## src/rtl/serial_master_port.sv

```systemverilog
// Requester end of the req/gnt/frame bus: queues one command, wins the bus, sends one bit-serial frame.
// Optional read timeout is enabled by defining SMP_TIMEOUT_EN.
module serial_master_port #(
  parameter int ADDR_W = 16,
  parameter int DATA_W = 8,
  parameter int TMO_W  = 8
) (
  input  logic              clk_i,
  input  logic              rst_i,
  input  logic              cmd_valid_i,
  output logic              cmd_ready_o,
  input  logic              cmd_we_i,
  input  logic [ADDR_W-1:0] cmd_addr_i,
  input  logic [DATA_W-1:0] cmd_wdata_i,
  output logic              rsp_valid_o,
  output logic [DATA_W-1:0] rsp_rdata_o,
  output logic              rsp_err_o,
  output logic              req_o,
  input  logic              gnt_i,
  output logic              frame_active_o,
  output logic              tx_bit_o,
  output logic              tx_valid_o,
  input  logic              rx_bit_i,
  input  logic              rx_valid_i
);
  localparam int HDR_W   = ADDR_W + 1;
  localparam int FRM_W   = HDR_W + DATA_W;
  localparam int CNT_MAX = (HDR_W > DATA_W) ? HDR_W : DATA_W;
  localparam int CNT_W   = $clog2(CNT_MAX + 1);
  localparam logic [CNT_W-1:0] HDR_LAST = CNT_W'(ADDR_W);
  localparam logic [CNT_W-1:0] DAT_LAST = CNT_W'(DATA_W - 1);

  if (DATA_W < 2 || TMO_W < 2) begin : g_param_chk
    $error("serial_master_port: DATA_W and TMO_W must be at least 2");
  end

  typedef enum logic [2:0] {S_IDLE, S_REQ, S_HDR, S_WDAT, S_RDAT, S_DONE} state_e;

  state_e            state_q;
  logic [CNT_W-1:0]  cnt_q, cnt_d;
  logic [FRM_W-1:0]  sh_q;
  logic [DATA_W-1:0] rx_sh_q, rx_sh_d, rdata_q;
  logic              we_q, cmd_ready_q, req_q, frame_q, tx_valid_q, rsp_valid_q, rsp_err_q;
  logic              in_frame, abort, data_done, tmo_hit, fin;

`ifdef SMP_TIMEOUT_EN
  localparam logic [TMO_W-1:0] TMO_LAST = {{(TMO_W-1){1'b1}}, 1'b0};
  logic [TMO_W-1:0] tmo_q;

  // Held at zero outside RDAT so every read starts a fresh wait window.
  always_ff @(posedge clk_i) begin
    if (rst_i || state_q != S_RDAT || rx_valid_i) tmo_q <= '0;
    else                                          tmo_q <= tmo_q + 1'b1;
  end

  assign tmo_hit = gnt_i && (state_q == S_RDAT) && !rx_valid_i && (tmo_q == TMO_LAST);
`else
  assign tmo_hit = 1'b0;
`endif

  assign cnt_d     = cnt_q + 1'b1;
  assign rx_sh_d   = {rx_sh_q[DATA_W-2:0], rx_bit_i};
  assign in_frame  = (state_q == S_HDR) || (state_q == S_WDAT) || (state_q == S_RDAT);
  assign abort     = in_frame && !gnt_i;
  assign data_done = gnt_i && (cnt_q == DAT_LAST) &&
                     ((state_q == S_WDAT) || (state_q == S_RDAT && rx_valid_i));
  assign fin       = abort || data_done || tmo_hit;

  always_ff @(posedge clk_i) begin
    if (rst_i) begin
      state_q     <= S_IDLE;
      cnt_q       <= '0;
      sh_q        <= '0;
      rx_sh_q     <= '0;
      rdata_q     <= '0;
      we_q        <= 1'b0;
      cmd_ready_q <= 1'b0;
      req_q       <= 1'b0;
      frame_q     <= 1'b0;
      tx_valid_q  <= 1'b0;
      rsp_valid_q <= 1'b0;
      rsp_err_q   <= 1'b0;
    end else begin
      rsp_valid_q <= 1'b0;
      rsp_err_q   <= 1'b0;
      if (fin) begin
        // Any frame exit (normal, grant loss, timeout) funnels through DONE.
        state_q     <= S_DONE;
        req_q       <= 1'b0;
        frame_q     <= 1'b0;
        tx_valid_q  <= 1'b0;
        rsp_valid_q <= 1'b1;
        rsp_err_q   <= !data_done;
        if (data_done && state_q == S_RDAT) rdata_q <= rx_sh_d;
      end else begin
        unique case (state_q)
          S_IDLE: begin
            cmd_ready_q <= 1'b1;
            if (cmd_valid_i && cmd_ready_q) begin
              sh_q        <= {cmd_we_i, cmd_addr_i, cmd_wdata_i};
              we_q        <= cmd_we_i;
              cmd_ready_q <= 1'b0;
              req_q       <= 1'b1;
              state_q     <= S_REQ;
            end
          end
          S_REQ: begin
            if (gnt_i) begin
              state_q    <= S_HDR;
              frame_q    <= 1'b1;
              tx_valid_q <= 1'b1;
              cnt_q      <= '0;
            end
          end
          S_HDR: begin
            sh_q  <= sh_q << 1;
            cnt_q <= cnt_d;
            if (cnt_q == HDR_LAST) begin
              cnt_q      <= '0;
              tx_valid_q <= we_q;
              state_q    <= we_q ? S_WDAT : S_RDAT;
            end
          end
          S_WDAT: begin
            sh_q  <= sh_q << 1;
            cnt_q <= cnt_d;
          end
          S_RDAT: begin
            if (rx_valid_i) begin
              rx_sh_q <= rx_sh_d;
              cnt_q   <= cnt_d;
            end
          end
          S_DONE: begin
            state_q     <= S_IDLE;
            cmd_ready_q <= 1'b1;
          end
          default: state_q <= S_IDLE;
        endcase
      end
    end
  end

  assign cmd_ready_o    = cmd_ready_q;
  assign rsp_valid_o    = rsp_valid_q;
  assign rsp_rdata_o    = rdata_q;
  assign rsp_err_o      = rsp_err_q;
  assign req_o          = req_q;
  assign frame_active_o = frame_q;
  assign tx_valid_o     = tx_valid_q;
  assign tx_bit_o       = tx_valid_q & sh_q[FRM_W-1];
endmodule

```

## config.mk

```make
export PLATFORM = sky130hd
export DESIGN_NAME = serial_master_port
export DESIGN_NICKNAME = d
export VERILOG_FILES = /design/src/rtl/serial_master_port.sv
export SDC_FILE = /design/constraint.sdc
export NUM_CORES = 1
export LEC_CHECK = 0
export BUFFER_PORTS_ARGS = -buffer_cell sky130_fd_sc_hd__buf_4
export CAP_MARGIN = 20
export CORE_ASPECT_RATIO = 1.2
export CORE_MARGIN = 5
export CORE_UTILIZATION = 47
export CTS_BUF_LIST = sky130_fd_sc_hd__clkbuf_16
export CTS_CLUSTER_DIAMETER = 60
export DETAILED_ROUTE_END_ITERATION = 12
export PLACE_DENSITY = 0.73
export SLEW_MARGIN = 10
export SYNTH_ARGS = -nofsm -noshare
export SYNTH_HDL_FRONTEND = slang
export SYNTH_SLANG_ARGS = --single-unit
```

## constraint.sdc

```tcl
create_clock -name clk_i -period 3.4 [get_ports clk_i]
set_input_delay 0.51 -clock clk_i [delete_from_list [all_inputs] [get_ports clk_i]]
set_output_delay 0.51 -clock clk_i [all_outputs]
set_load 0.02 [all_outputs]
```

After elaboration in Yosys (flattened, before gate mapping)
Index checks and enable logic that the tools add are counted.
Storage, ports and cells
  register bits after elaboration: 55
  output and inout port bits: 15
Cells by class
  add/subtract/negate cells: 1
  equal/unequal tests: 15
  multiplexer cells: 18
  bitwise logic cells: 3
  reduce and logical (&&, ||, !) cells: 32
Operator list (number)
  $pmux 25 s2: 1
  $mux 25: 1
  $pmux 5 s4: 1
  $mux 3: 5
  $mux 5: 3
  $pmux 3 s4: 1
  $reduce_and 3->1: 4
  $reduce_and 4->1: 3
  $reduce_and 2->1: 4
  $reduce_or 2->1: 4
  $eq 3x2->1 const B: 2
  $eq 3x3->1 const B: 2
  $logic_and 1x1->1: 6
  $ne 2x2->1 const B: 3
  $ne 3x3->1 const B: 2
  $reduce_bool 2->1: 3
  $add 5x1->5 const B: 1
  $eq 5x3->1 const B: 1
  $eq 5x5->1 const B: 1
  $logic_or 1x1->1: 4
  $mux 1: 4
  $ne 2x1->1 const B: 2
  $pmux 1 s2: 2
  $reduce_bool 4->1: 1
  6 further kinds: 8

Logic depth before layout (Yosys ltp)
Gate-level depths: netlist of the first run.
  depth in word-level cells: 7
  depth in mapped cells: 7
  mapped depth without buffers: 6

Worst setup path before layout of the first run
OpenSTA, ideal clock, no wires.
  path kind: reg-to-reg
  start point: register cnt_q[0]
  end point: register cnt_q[0]
  setup time: 0.087 ns
  data arrival time: 1.590 ns
  required time: 3.313 ns
  setup slack: 1.723 ns
  cell stages (with the launch flop): 7
  path buffers: 1
  cells stage by stage: dfxtp_1 > ha_1 > nand4bb_1 > and3_1 > buf_2 > or4_1 > o31ai_1
On the way
  cells in the longest elaborated chain, start to end: 6
  elaborated cells between the ends (all ways): 11
  those cells by class: add/sub (1); eq/ne (2); mux (3); bitwise (1); reduce/logical (4)
Ends and longest elaborated chain
  from (decl): RTL line 40  | logic [CNT_W-1:0] cnt_q, cnt_d;
  from (signal assigned): RTL line 117  | cnt_q <= cnt_d;
  from (signal assigned): RTL line 126  | cnt_q <= cnt_d;
  from (signal assigned): RTL line 131  | cnt_q <= cnt_d;
  parallel branches: the longest is 6 deep, another holds $add 5x1->5
Several ways; the timed one is not identified. The select of a mux whose other input is x is not followed.
A chain may end at the register's enable or synchronous reset.

Worst setup path in the final report of the first run
  start point: register state_q[2]
  end point: register sh_q[12]
On the way
  cells in the longest elaborated chain, start to end: 7
  elaborated cells between the ends (all ways): 17
  those cells by class: eq/ne (4); mux (1); bitwise (1); reduce/logical (11)
Ends and longest elaborated chain
  from (decl): RTL line 39  | state_e state_q;
  from (signal assigned): RTL line 121  | state_q <= we_q ? S_WDAT : S_RDAT;
  $eq 3x2->1, or another cell as far along: RTL line 63, 96
  $logic_or 1x1->1 or $logic_and 1x1->1 (tied branches): RTL line 63, 66
  $logic_or 1x1->1, on equally long branches: RTL line 63, 66
  $logic_and 1x1->1, on equally long branches: RTL line 64, 65
  $logic_or 1x1->1: RTL line 67  | assign fin = abort || data_done || tmo_hit;
  $not 1->1 (no source line)
  $reduce_and 3->1 (no source line)
  to (signal assigned): RTL line 100  | sh_q <= {cmd_we_i, cmd_addr_i, cmd_wdata_i};
  to (signal assigned): RTL line 116  | sh_q <= sh_q << 1;
  to (signal assigned): RTL line 125  | sh_q <= sh_q << 1;
  to (decl): RTL line 41  | logic [FRM_W-1:0] sh_q;
Parallel ways exist; a longest one is shown, timed or not.

==> reports/metrics.yaml, run 1 <==
outcome: "finished clean"
rsz0062_at_grt: "no"
critical_path_class: "reg2reg"
slew_viol_final: 0
max_slew_margin: 0.455
period_needed_ns: 2.37
layout_commonest_cell: "dfxtp_1"
wl_per_cell_um: 15.7
worstMarginPinSlew_ns: 0.818
die_x_um: 78.8
first_pass_iters: 4
maxCapViolCount: 0
rows: 30
antenna_found_initial: 0
finalSetupViolCount: 0
layout.nets: 338
htree_levels: 2
drtAntennaViolNets: 0
die_area_sq_um: 7290
critPathCaptureType: "flip-flop"
peakVddDrop_v: 0.000406
synth_compound_area_frac: 0.248
hold_path.class: "reg2reg"
muxShareOfSynthArea: 0.128
clockBufferDepth: 2
grt_pass1_vias: 2106
slowest_delay_ns: 0.72
min_period_over_period: 0.698
root_buffer: "clkbuf_16"
syn-mean-instance-area_sq_um: 9.59
skew_ns: 0.00456
synth_flop_cell: "dfxtp_1"
drive_gt1_frac: 0.219
cp_data_arrival_time_ns: 2.56
grt_overflow: 0
viasPerCell: 6.01
finalPower_mw: 2.13
io_buffers: 45
synth-edff-count: 0
ys_ff_latch: 55
hold_buffers: 0
vias: 2225
start_util: 0.477
clk_pin_slew_ns: 0.07
syn_to_final_growth_pct: 18.0
synth_cells: 278
wirelength_um: 5800
fmax_mhz: 421
synth-simple-area-share: 0.138
final_util: 0.562
clkSinkCount: 55
cts_buffers: 5
finalSetupTns_ns: 0
final_cell_mix: "dfxtp_1, buf_4, mux2i_1"
ys_async_sr_fraction: 0
cts_tree: "done"
post_cts_buffers: 0
startpoint_type: "flip-flop"
dr.first_iter.drc_count: 176
synth_top_family_by_area: "compound AO/OA/AOI/OAI gates"
ys_seq_area_frac: 0.413
num_antenna_cells: 0
netlist_area_sq_um: 2670
crit_chain: "nand2b_1, a21o_1, a31oi_1, a311oi_1"
die_h_um: 92.5
grt_pass1_wl_um: 9940
place_congestion: 0.773
grt_max_degree: 58
crit_slowest_cell: "a21o_1"
grt_usage: 0.164
coreArea_sq_um: 5590
synth_nets: 311
drc_errors: 0
crit_path_max_fanout: 26
cts_resized: 0
synth_xor_area_frac: 0
p_per_area_nw_per_um2: 678
ys_types: 53
hold_viol: 0
crit_required_ns: 3.58
io_pins: 46
synth_adder_area_share: 0.00939
p_leak_nw: 1.35
ys_warn_count: 0
fillers: 506
dp_hpwl_um: 3710
worstSkewPairLatency_ns: 0.29
-- cell usage after synthesis (2+ instances only) --
| master | instances | area share |
|---|---|---|
| a21o_1 | 2 | 0.0056 |
| a21oi_1 | 13 | 0.024 |
| a22oi_1 | 3 | 0.0084 |
| a311oi_1 | 24 | 0.079 |
| a31oi_1 | 24 | 0.056 |
| and3_1 | 2 | 0.0047 |
| and4bb_4 | 2 | 0.012 |
| buf_2 | 14 | 0.026 |
| buf_6 | 2 | 0.0084 |
| clkbuf_1 | 9 | 0.013 |
| dfxtp_1 | 55 | 0.41 |
| ha_1 | 2 | 0.0094 |
| inv_1 | 8 | 0.011 |
| mux2i_1 | 34 | 0.13 |
| nand2_1 | 17 | 0.024 |
| nand2b_1 | 2 | 0.0047 |
| nand3_1 | 6 | 0.011 |
| nand3b_1 | 2 | 0.0056 |
| nand4bb_1 | 2 | 0.0084 |
| nor2_1 | 13 | 0.018 |
| nor3_1 | 3 | 0.0056 |
| o21a_1 | 2 | 0.0056 |
| o21ai_0 | 3 | 0.0056 |
| o32ai_1 | 3 | 0.0099 |
| or3_1 | 3 | 0.0070 |
-- final cells by class --
cell class | count | area (sq um) | area share
clock buffers | 5 | 125 | 0.0398
clock inverters | 3 | 47.5 | 0.0151
well taps | 64 | 80.1 | 0.0255
multi-input cells | 187 | 1410 | 0.447
repair buffers | 47 | 353 | 0.112
flip-flops and latches | 55 | 1100 | 0.350
inverters | 9 | 33.8 | 0.0107
-- worst paths after layout --
kind / start / endpoint / slack (ns) / depth (start not counted)
max reg2reg: state_q[2] / sh_q[12] / 1.03 / 4
max: state_q[2] / sh_q[12] / 1.03 / 4
min reg2reg: req_o / req_o / 0.47 / 1
min: req_o / req_o / 0.47 / 1
-- registers in the layout, summed over array words and instances, names as in the netlist, 3 cells and up --
register     flops
cnt_q            5
rsp_rdata_o      8
rx_sh_q          7
sh_q            25
state_q          3
-- critical path: cells and delay by family (launching register included) --
family / cells / cell delay, ns
flops: 1 / 0.61
compound gates: 3 / 1.23
simple gates: 1 / 0.43
-- metrics by stage --
stage,cells,setup slack [ns],hold slack [ns],cell area [sq um]
after CTS,370,1.02,0.467,3150
after global placement,362,1.22,0.451,2970
after global routing,370,0.772,0.483,3150
final,370,1.03,0.466,3150
after detailed placement,362,1.12,0.455,2970
after floorplan,278,1.72,0.436,2670
-- cell families after synthesis --
| group | Yosys count |
|---|---|
| AND/OR/NAND/NOR | 63 |
| buffers and inverters | 36 |
| AO/OA/AOI/OAI | 88 |
| adder cells (fa/ha/maj) | 2 |
| multiplexers | 34 |
| flip-flops | 55 |
-- report_power, final --
group / switching, mW / internal, mW
sequential: 0.105 / 0.782
clock: 0.238 / 0.352
combinational: 0.344 / 0.314
-- metal layers --
metal | GRT usage | wire length (um) | vias to the layer above
met1 | 0.224 | 2780 | 1060
met2 | 0.266 | 2770 | 46
li1 | - | - | 1117
met3 | 0.0292 | 232 | 2
met5 | 0 | 0 | -
met4 | 0.0437 | 24 | 0
No activity file was read; power rests on OpenSTA's default activity.
==> run 2, diff against run 1 <==
==> constraint.sdc (replaced) <==
create_clock -name clk_i -period 2.4 [get_ports clk_i]
set_input_delay 0.36 -clock clk_i [delete_from_list [all_inputs] [get_ports clk_i]]
set_output_delay 0.36 -clock clk_i [all_outputs]
set_load 0.02 [all_outputs]
==> run 2 against run 1 <==
Net effect:
- die area did not move
- fmax is 15% higher
- design area increased by 0.12%
- worst hold slack got worse by 0.15 ns
- non-clock buffer count rose by 3
- total power grew 36%
- register-to-register slack got worse by 0.69 ns
- core utilization up 0.067 points
- sequential cell count did not move
- sequential share of layout area about the same
- final cell count increased by 0.81%
- largest power group unchanged
==> reports/metrics.yaml, run 2 (synthesis gave the netlist of run 1 again) <==
finalSetupTns_ns: 0  # unchanged
slew_viol_final: 0  # unchanged
drive_gt1_frac: 0.223  # was 0.219
hold_viol: 0  # unchanged
start_util: 0.477  # unchanged
slowest_delay_ns: 0.68  # was 0.72 ns
num_antenna_cells: 0  # unchanged
rsz0062_at_grt: "no"  # unchanged
drtAntennaViolNets: 0  # unchanged
stdcell_area_sq_um: 3150  # about the same
grt_pass1_wl_um: 9830  # was 9940 um
die_x_um: 78.8  # unchanged
place_inst: 365  # was 362
dr.first_iter.drc_count: 176  # unchanged
wl_met1_um: 2810  # was 2780 um
finalSetupViolCount: 0  # unchanged
grt_max_degree: 58  # unchanged
antenna_found_initial: 0  # unchanged
layout_commonest_cell: "dfxtp_1"  # unchanged
hold_path.class: "in2reg"  # was reg2reg
drc_errors: 0  # unchanged
clockBufferDepth: 2  # unchanged
top_layer_used: "met4"  # unchanged
layout.nets: 341  # was 338
route.met2.wl_um: 2730  # was 2770 um
critical_path_class: "reg2reg"  # unchanged
cts_buffers: 5  # unchanged
critPathCaptureType: "flip-flop"  # unchanged
clkSinkCount: 55  # unchanged
rows: 30  # unchanged
die_area_sq_um: 7290  # unchanged
hold_buffers: 0  # unchanged
max_slew_margin: 0.442  # was 0.455
period_needed_ns: 2.06  # was 2.37 ns
crit_path_max_fanout: 26  # unchanged
dr_wl_met3_um: 267  # was 232 um
io_buffers: 45  # unchanged
startpoint_type: "flip-flop"  # unchanged
cts_resized: 0  # unchanged
syn_to_final_growth_pct: 18.1  # was 18.0%
coreArea_sq_um: 5590  # unchanged
largest_register: "sh_q"  # unchanged
vias: 2253  # was 2225
outcome: "finished clean"  # unchanged
crit_slowest_cell: "a21o_1"  # unchanged
min_period_over_period: 0.859  # was 0.698
cp_data_arrival_time_ns: 2.26  # was 2.56 ns
p_per_area_nw_per_um2: 921  # was 678 nW/um^2
clk_pin_slew_ns: 0.07  # about the same
htree_levels: 2  # unchanged
place_area_sq_um: 3010  # was 2970 sq um
worstSkewPairLatency_ns: 0.29  # about the same
fmax_mhz: 485  # was 421 MHz
io_pins: 46  # unchanged
first_pass_iters: 4  # unchanged
crit_required_ns: 2.60  # was 3.58 ns
dp_hpwl_um: 3740  # was 3710 um
post_cts_buffers: 0  # unchanged
largest_reg_flops: 25  # unchanged
place_congestion: 0.753  # was 0.773
wirelength_um: 5910  # was 5800 um
grt_usage: 0.166  # was 0.164
p_leak_nw: 1.36  # was 1.35 nW
wl_per_cell_um: 15.8  # was 15.7 um
viasPerCell: 6.04  # was 6.01
die_h_um: 92.5  # unchanged
cts_tree: "done"  # unchanged
worstMarginPinSlew_ns: 0.837  # was 0.818 ns
grt_pass1_vias: 2117  # was 2106
maxCapViolCount: 0  # unchanged
grt_overflow: 0  # unchanged
root_buffer: "clkbuf_16"  # unchanged
peakVddDrop_v: 0.000624  # was 0.000406 V
fillers: 513  # was 506
final_cell_mix: "dfxtp_1, buf_4, mux2i_1"  # unchanged
crit_chain: "nand2b_1, a21o_1, a31oi_1, a311oi_1"  # unchanged
finalNonFillerCells: 373  # was 370
skew_ns: 0.00491  # was 0.00456 ns
run 2: changes by cell type in the layout (fill, tap and decap cells not counted), sizes merged:
cell | previous run | this run
buf | 47 | 50
bufinv | 1 | 0
clkinvlp | 0 | 1
run 2: per-stage QoR:
step / hold WS (ns) / power, mW / utilization / setup WS, ns
after global placement: 0.450 / 2.18 / 0.538 / 0.452
after CTS: 0.316 / 2.91 / 0.563 / 0.387
final: 0.319 / 2.90 / 0.563 / 0.338
after floorplan: 0.436 / 1.99 / - / 0.723
after global routing: 0.339 / 3.07 / 0.563 / 0.116
after detailed placement: 0.454 / 2.21 / 0.538 / 0.415
run 2: power breakdown:
group	switching (mW)	total (mW)	internal [mW]
Sequential	0.150	1.26	1.11
Clock	0.317	0.698	0.381
Combinational	0.487	0.946	0.459
Total	0.954	2.90	1.95
run 2: layout make-up:
class                           count  area [sq um]  area share
Inverter                            9          33.8      0.0107
Tap cell                           64          80.1      0.0254
Clock buffer                        5           125      0.0397
Sequential cell                    55          1100       0.350
Timing Repair Buffer               50           388       0.123
Multi-Input combinational cell    187          1410       0.446
Clock inverter                      3          16.3     0.00516
run 2: final timing paths:
check                                 from        endpoint  slack [ns]  cells after the start
worst max-delay path            state_q[2]         sh_q[8]        0.34                      4
worst min-delay path              rx_bit_i  rsp_rdata_o[0]        0.32                      3
worst max register to register  state_q[2]         sh_q[8]        0.34                      4
worst min register to register  rx_sh_q[6]      rx_sh_q[6]        0.46                      2
run 2: layer usage:
layer | vias up | GRT usage
li1 | 1123 | -
met1 | 1069 | 0.215
met2 | 54 | 0.263
met3 | 7 | 0.0370
met4 | 0 | 0.0743
met5 | - | 0
run 2: worst max-delay path: cells and delay by family, from the launching register on:
| kind | cells | cell delay, ns |
|---|---|---|
| AOI/OAI and AO/OA | 3 | 1.14 |
| DFF | 1 | 0.61 |
| and+or+nand+nor | 1 | 0.21 |
==> run 3, diff against run 2 <==
--- a/config.mk
+++ b/config.mk
@@ -14,6 +14,7 @@
 export CTS_CLUSTER_DIAMETER = 60
 export DETAILED_ROUTE_END_ITERATION = 12
 export PLACE_DENSITY = 0.73
+export REMOVE_ABC_BUFFERS = 1
 export SLEW_MARGIN = 10
 export SYNTH_ARGS = -nofsm -noshare
 export SYNTH_HDL_FRONTEND = slang
==> run 3 against run 2 <==
Net effect:
- sequential cell count unchanged
- setup slack worse by 0.051 ns
- clock power up 4.7%
- sequential share of layout area up 0.14 points
- sequential power about the same
==> reports/metrics.yaml, run 3 (synthesis gave the netlist of run 1 again) <==
largest_register: "sh_q"  # unchanged
rsz0062_at_grt: "no"  # unchanged
drc_errors: 0  # unchanged
worstMarginPinSlew_ns: 0.827  # was 0.837 ns
layout.nets: 340  # was 341
peakVddDrop_v: 0.000592  # was 0.000624 V
clockBufferDepth: 2  # unchanged
hold_buffers: 0  # unchanged
skew_ns: 0.00611  # was 0.00491 ns
crit_slowest_cell: "a21o_1"  # unchanged
grt_max_degree: 58  # unchanged
clk_pin_slew_ns: 0.07  # about the same
num_antenna_cells: 0  # unchanged
io_buffers: 45  # unchanged
antenna_found_initial: 0  # unchanged
min_period_over_period: 0.881  # was 0.859
slew_viol_final: 0  # unchanged
cts_tree: "done"  # unchanged
largest_reg_flops: 25  # unchanged
final_util: 0.561  # was 0.563
dr.first_iter.drc_count: 114  # was 176
io_pins: 46  # unchanged
final_cell_mix: "dfxtp_1, buf_4, mux2i_1"  # unchanged
p_leak_nw: 1.35  # was 1.36 nW
wl_per_cell_um: 15.6  # was 15.8 um
dp_hpwl_um: 3780  # was 3740 um
hold_path.class: "in2reg"  # unchanged
drtAntennaViolNets: 0  # unchanged
place_congestion: 0.756  # was 0.753
die_h_um: 92.5  # unchanged
regToRegStartpoint: "state_q[0]"  # was state_q[2]
rows: 30  # unchanged
crit_path_start: "state_q[0]"  # was state_q[2]
maxCapViolCount: 0  # unchanged
root_buffer: "clkbuf_16"  # unchanged
start_util: 0.477  # unchanged
clkSinkCount: 55  # unchanged
cts_buffers: 5  # unchanged
p_per_area_nw_per_um2: 932  # was 921 nW/um^2
crit_required_ns: 2.59  # was 2.60 ns
startpoint_type: "flip-flop"  # unchanged
finalSetupViolCount: 0  # unchanged
fillers: 509  # was 513
place_inst: 364  # was 365
worstSkewPairLatency_ns: 0.29  # about the same
post_cts_buffers: 0  # unchanged
fmax_mhz: 473  # was 485 MHz
crit_path_max_fanout: 26  # unchanged
wirelength_um: 5800  # was 5910 um
die_area_sq_um: 7290  # unchanged
finalPower_mw: 2.92  # was 2.90 mW
critical_path_class: "reg2reg"  # unchanged
drive_gt1_frac: 0.224  # was 0.223
critPathCaptureType: "flip-flop"  # unchanged
finalNonFillerCells: 372  # was 373
die_x_um: 78.8  # unchanged
grt_pass1_wl_um: 9600  # was 9830 um
coreArea_sq_um: 5590  # unchanged
crit_chain: "or3b_1, a21o_1, a31oi_1, a311oi_1"  # was nand2b_1, a21o_1, a31oi_1, a311oi_1
cts_resized: 0  # unchanged
layout_commonest_cell: "dfxtp_1"  # unchanged
first_pass_iters: 4  # unchanged
slowest_delay_ns: 0.67  # was 0.68 ns
grt_overflow: 0  # unchanged
outcome: "finished clean"  # unchanged
worstHoldStart: "rx_bit_i"  # unchanged
grt_pass1_vias: 2085  # was 2117
vias: 2242  # was 2253
cp_data_arrival_time_ns: 2.30  # was 2.26 ns
hold_viol: 0  # unchanged
period_needed_ns: 2.11  # was 2.06 ns
syn_to_final_growth_pct: 17.6  # was 18.1%
viasPerCell: 6.03  # was 6.04
max_slew_margin: 0.449  # was 0.442
htree_levels: 2  # unchanged
grt_usage: 0.158  # was 0.166
## run 3: cell count changes in the layout (fill, tap and decap cells not counted), sizes merged
cell / before / now
buf: 50 / 49
## run 3: power by group
group          switching, mW  internal, mW
Sequential             0.151          1.11
Clock                  0.338         0.393
Combinational          0.487         0.448
Total                  0.976          1.95
## run 3: metrics by stage
| stage | setup WS (ns) | hold WS [ns] | setup TNS, ns | cell area [sq um] |
|---|---|---|---|---|
| after floorplan | -0.537 | 0.429 | -13.38 | 2530 |
| after global placement | 0.410 | 0.446 | 0 | 2990 |
| after detailed placement | 0.346 | 0.458 | 0 | 2990 |
| after CTS | 0.294 | 0.326 | 0 | 3140 |
| after global routing | 0.0949 | 0.343 | 0 | 3140 |
| final | 0.287 | 0.330 | 0 | 3140 |
## run 3: area by class of cell
class	count	area (sq um)	share of cell area
well taps	64	80.1	0.0255
repair buffers	49	368	0.117
multi-input cells	187	1410	0.448
clock inverters	3	23.8	0.00758
flip-flops and latches	55	1100	0.351
clock buffers	5	125	0.0399
inverters	9	33.8	0.0108
## run 3: layer usage
layer | up-vias | GRT usage | part of all wire | wire length (um)
met5 | - | 0 | 0 | 0
met4 | 0 | 0.0321 | 0.0050 | 29
met3 | 4 | 0.0418 | 0.054 | 313
met2 | 49 | 0.271 | 0.48 | 2770
met1 | 1067 | 0.199 | 0.46 | 2700
li1 | 1122 | - | - | -
## run 3: path summary, 6_finish.rpt
check | endpoint | slack, ns | cells past startpoint
setup / recovery | sh_q[14] | 0.29 | 4
hold / removal | rsp_rdata_o[0] | 0.33 | 3
setup reg to reg | sh_q[14] | 0.29 | 4
hold reg to reg | rx_sh_q[6] | 0.47 | 2
## run 3: worst max-delay path: cells and delay by family (launching register included)
| family | cells | cell delay (ns) |
|---|---|---|
| compound gates | 3 | 1.19 |
| flops | 1 | 0.60 |
| simple gates | 1 | 0.22 |
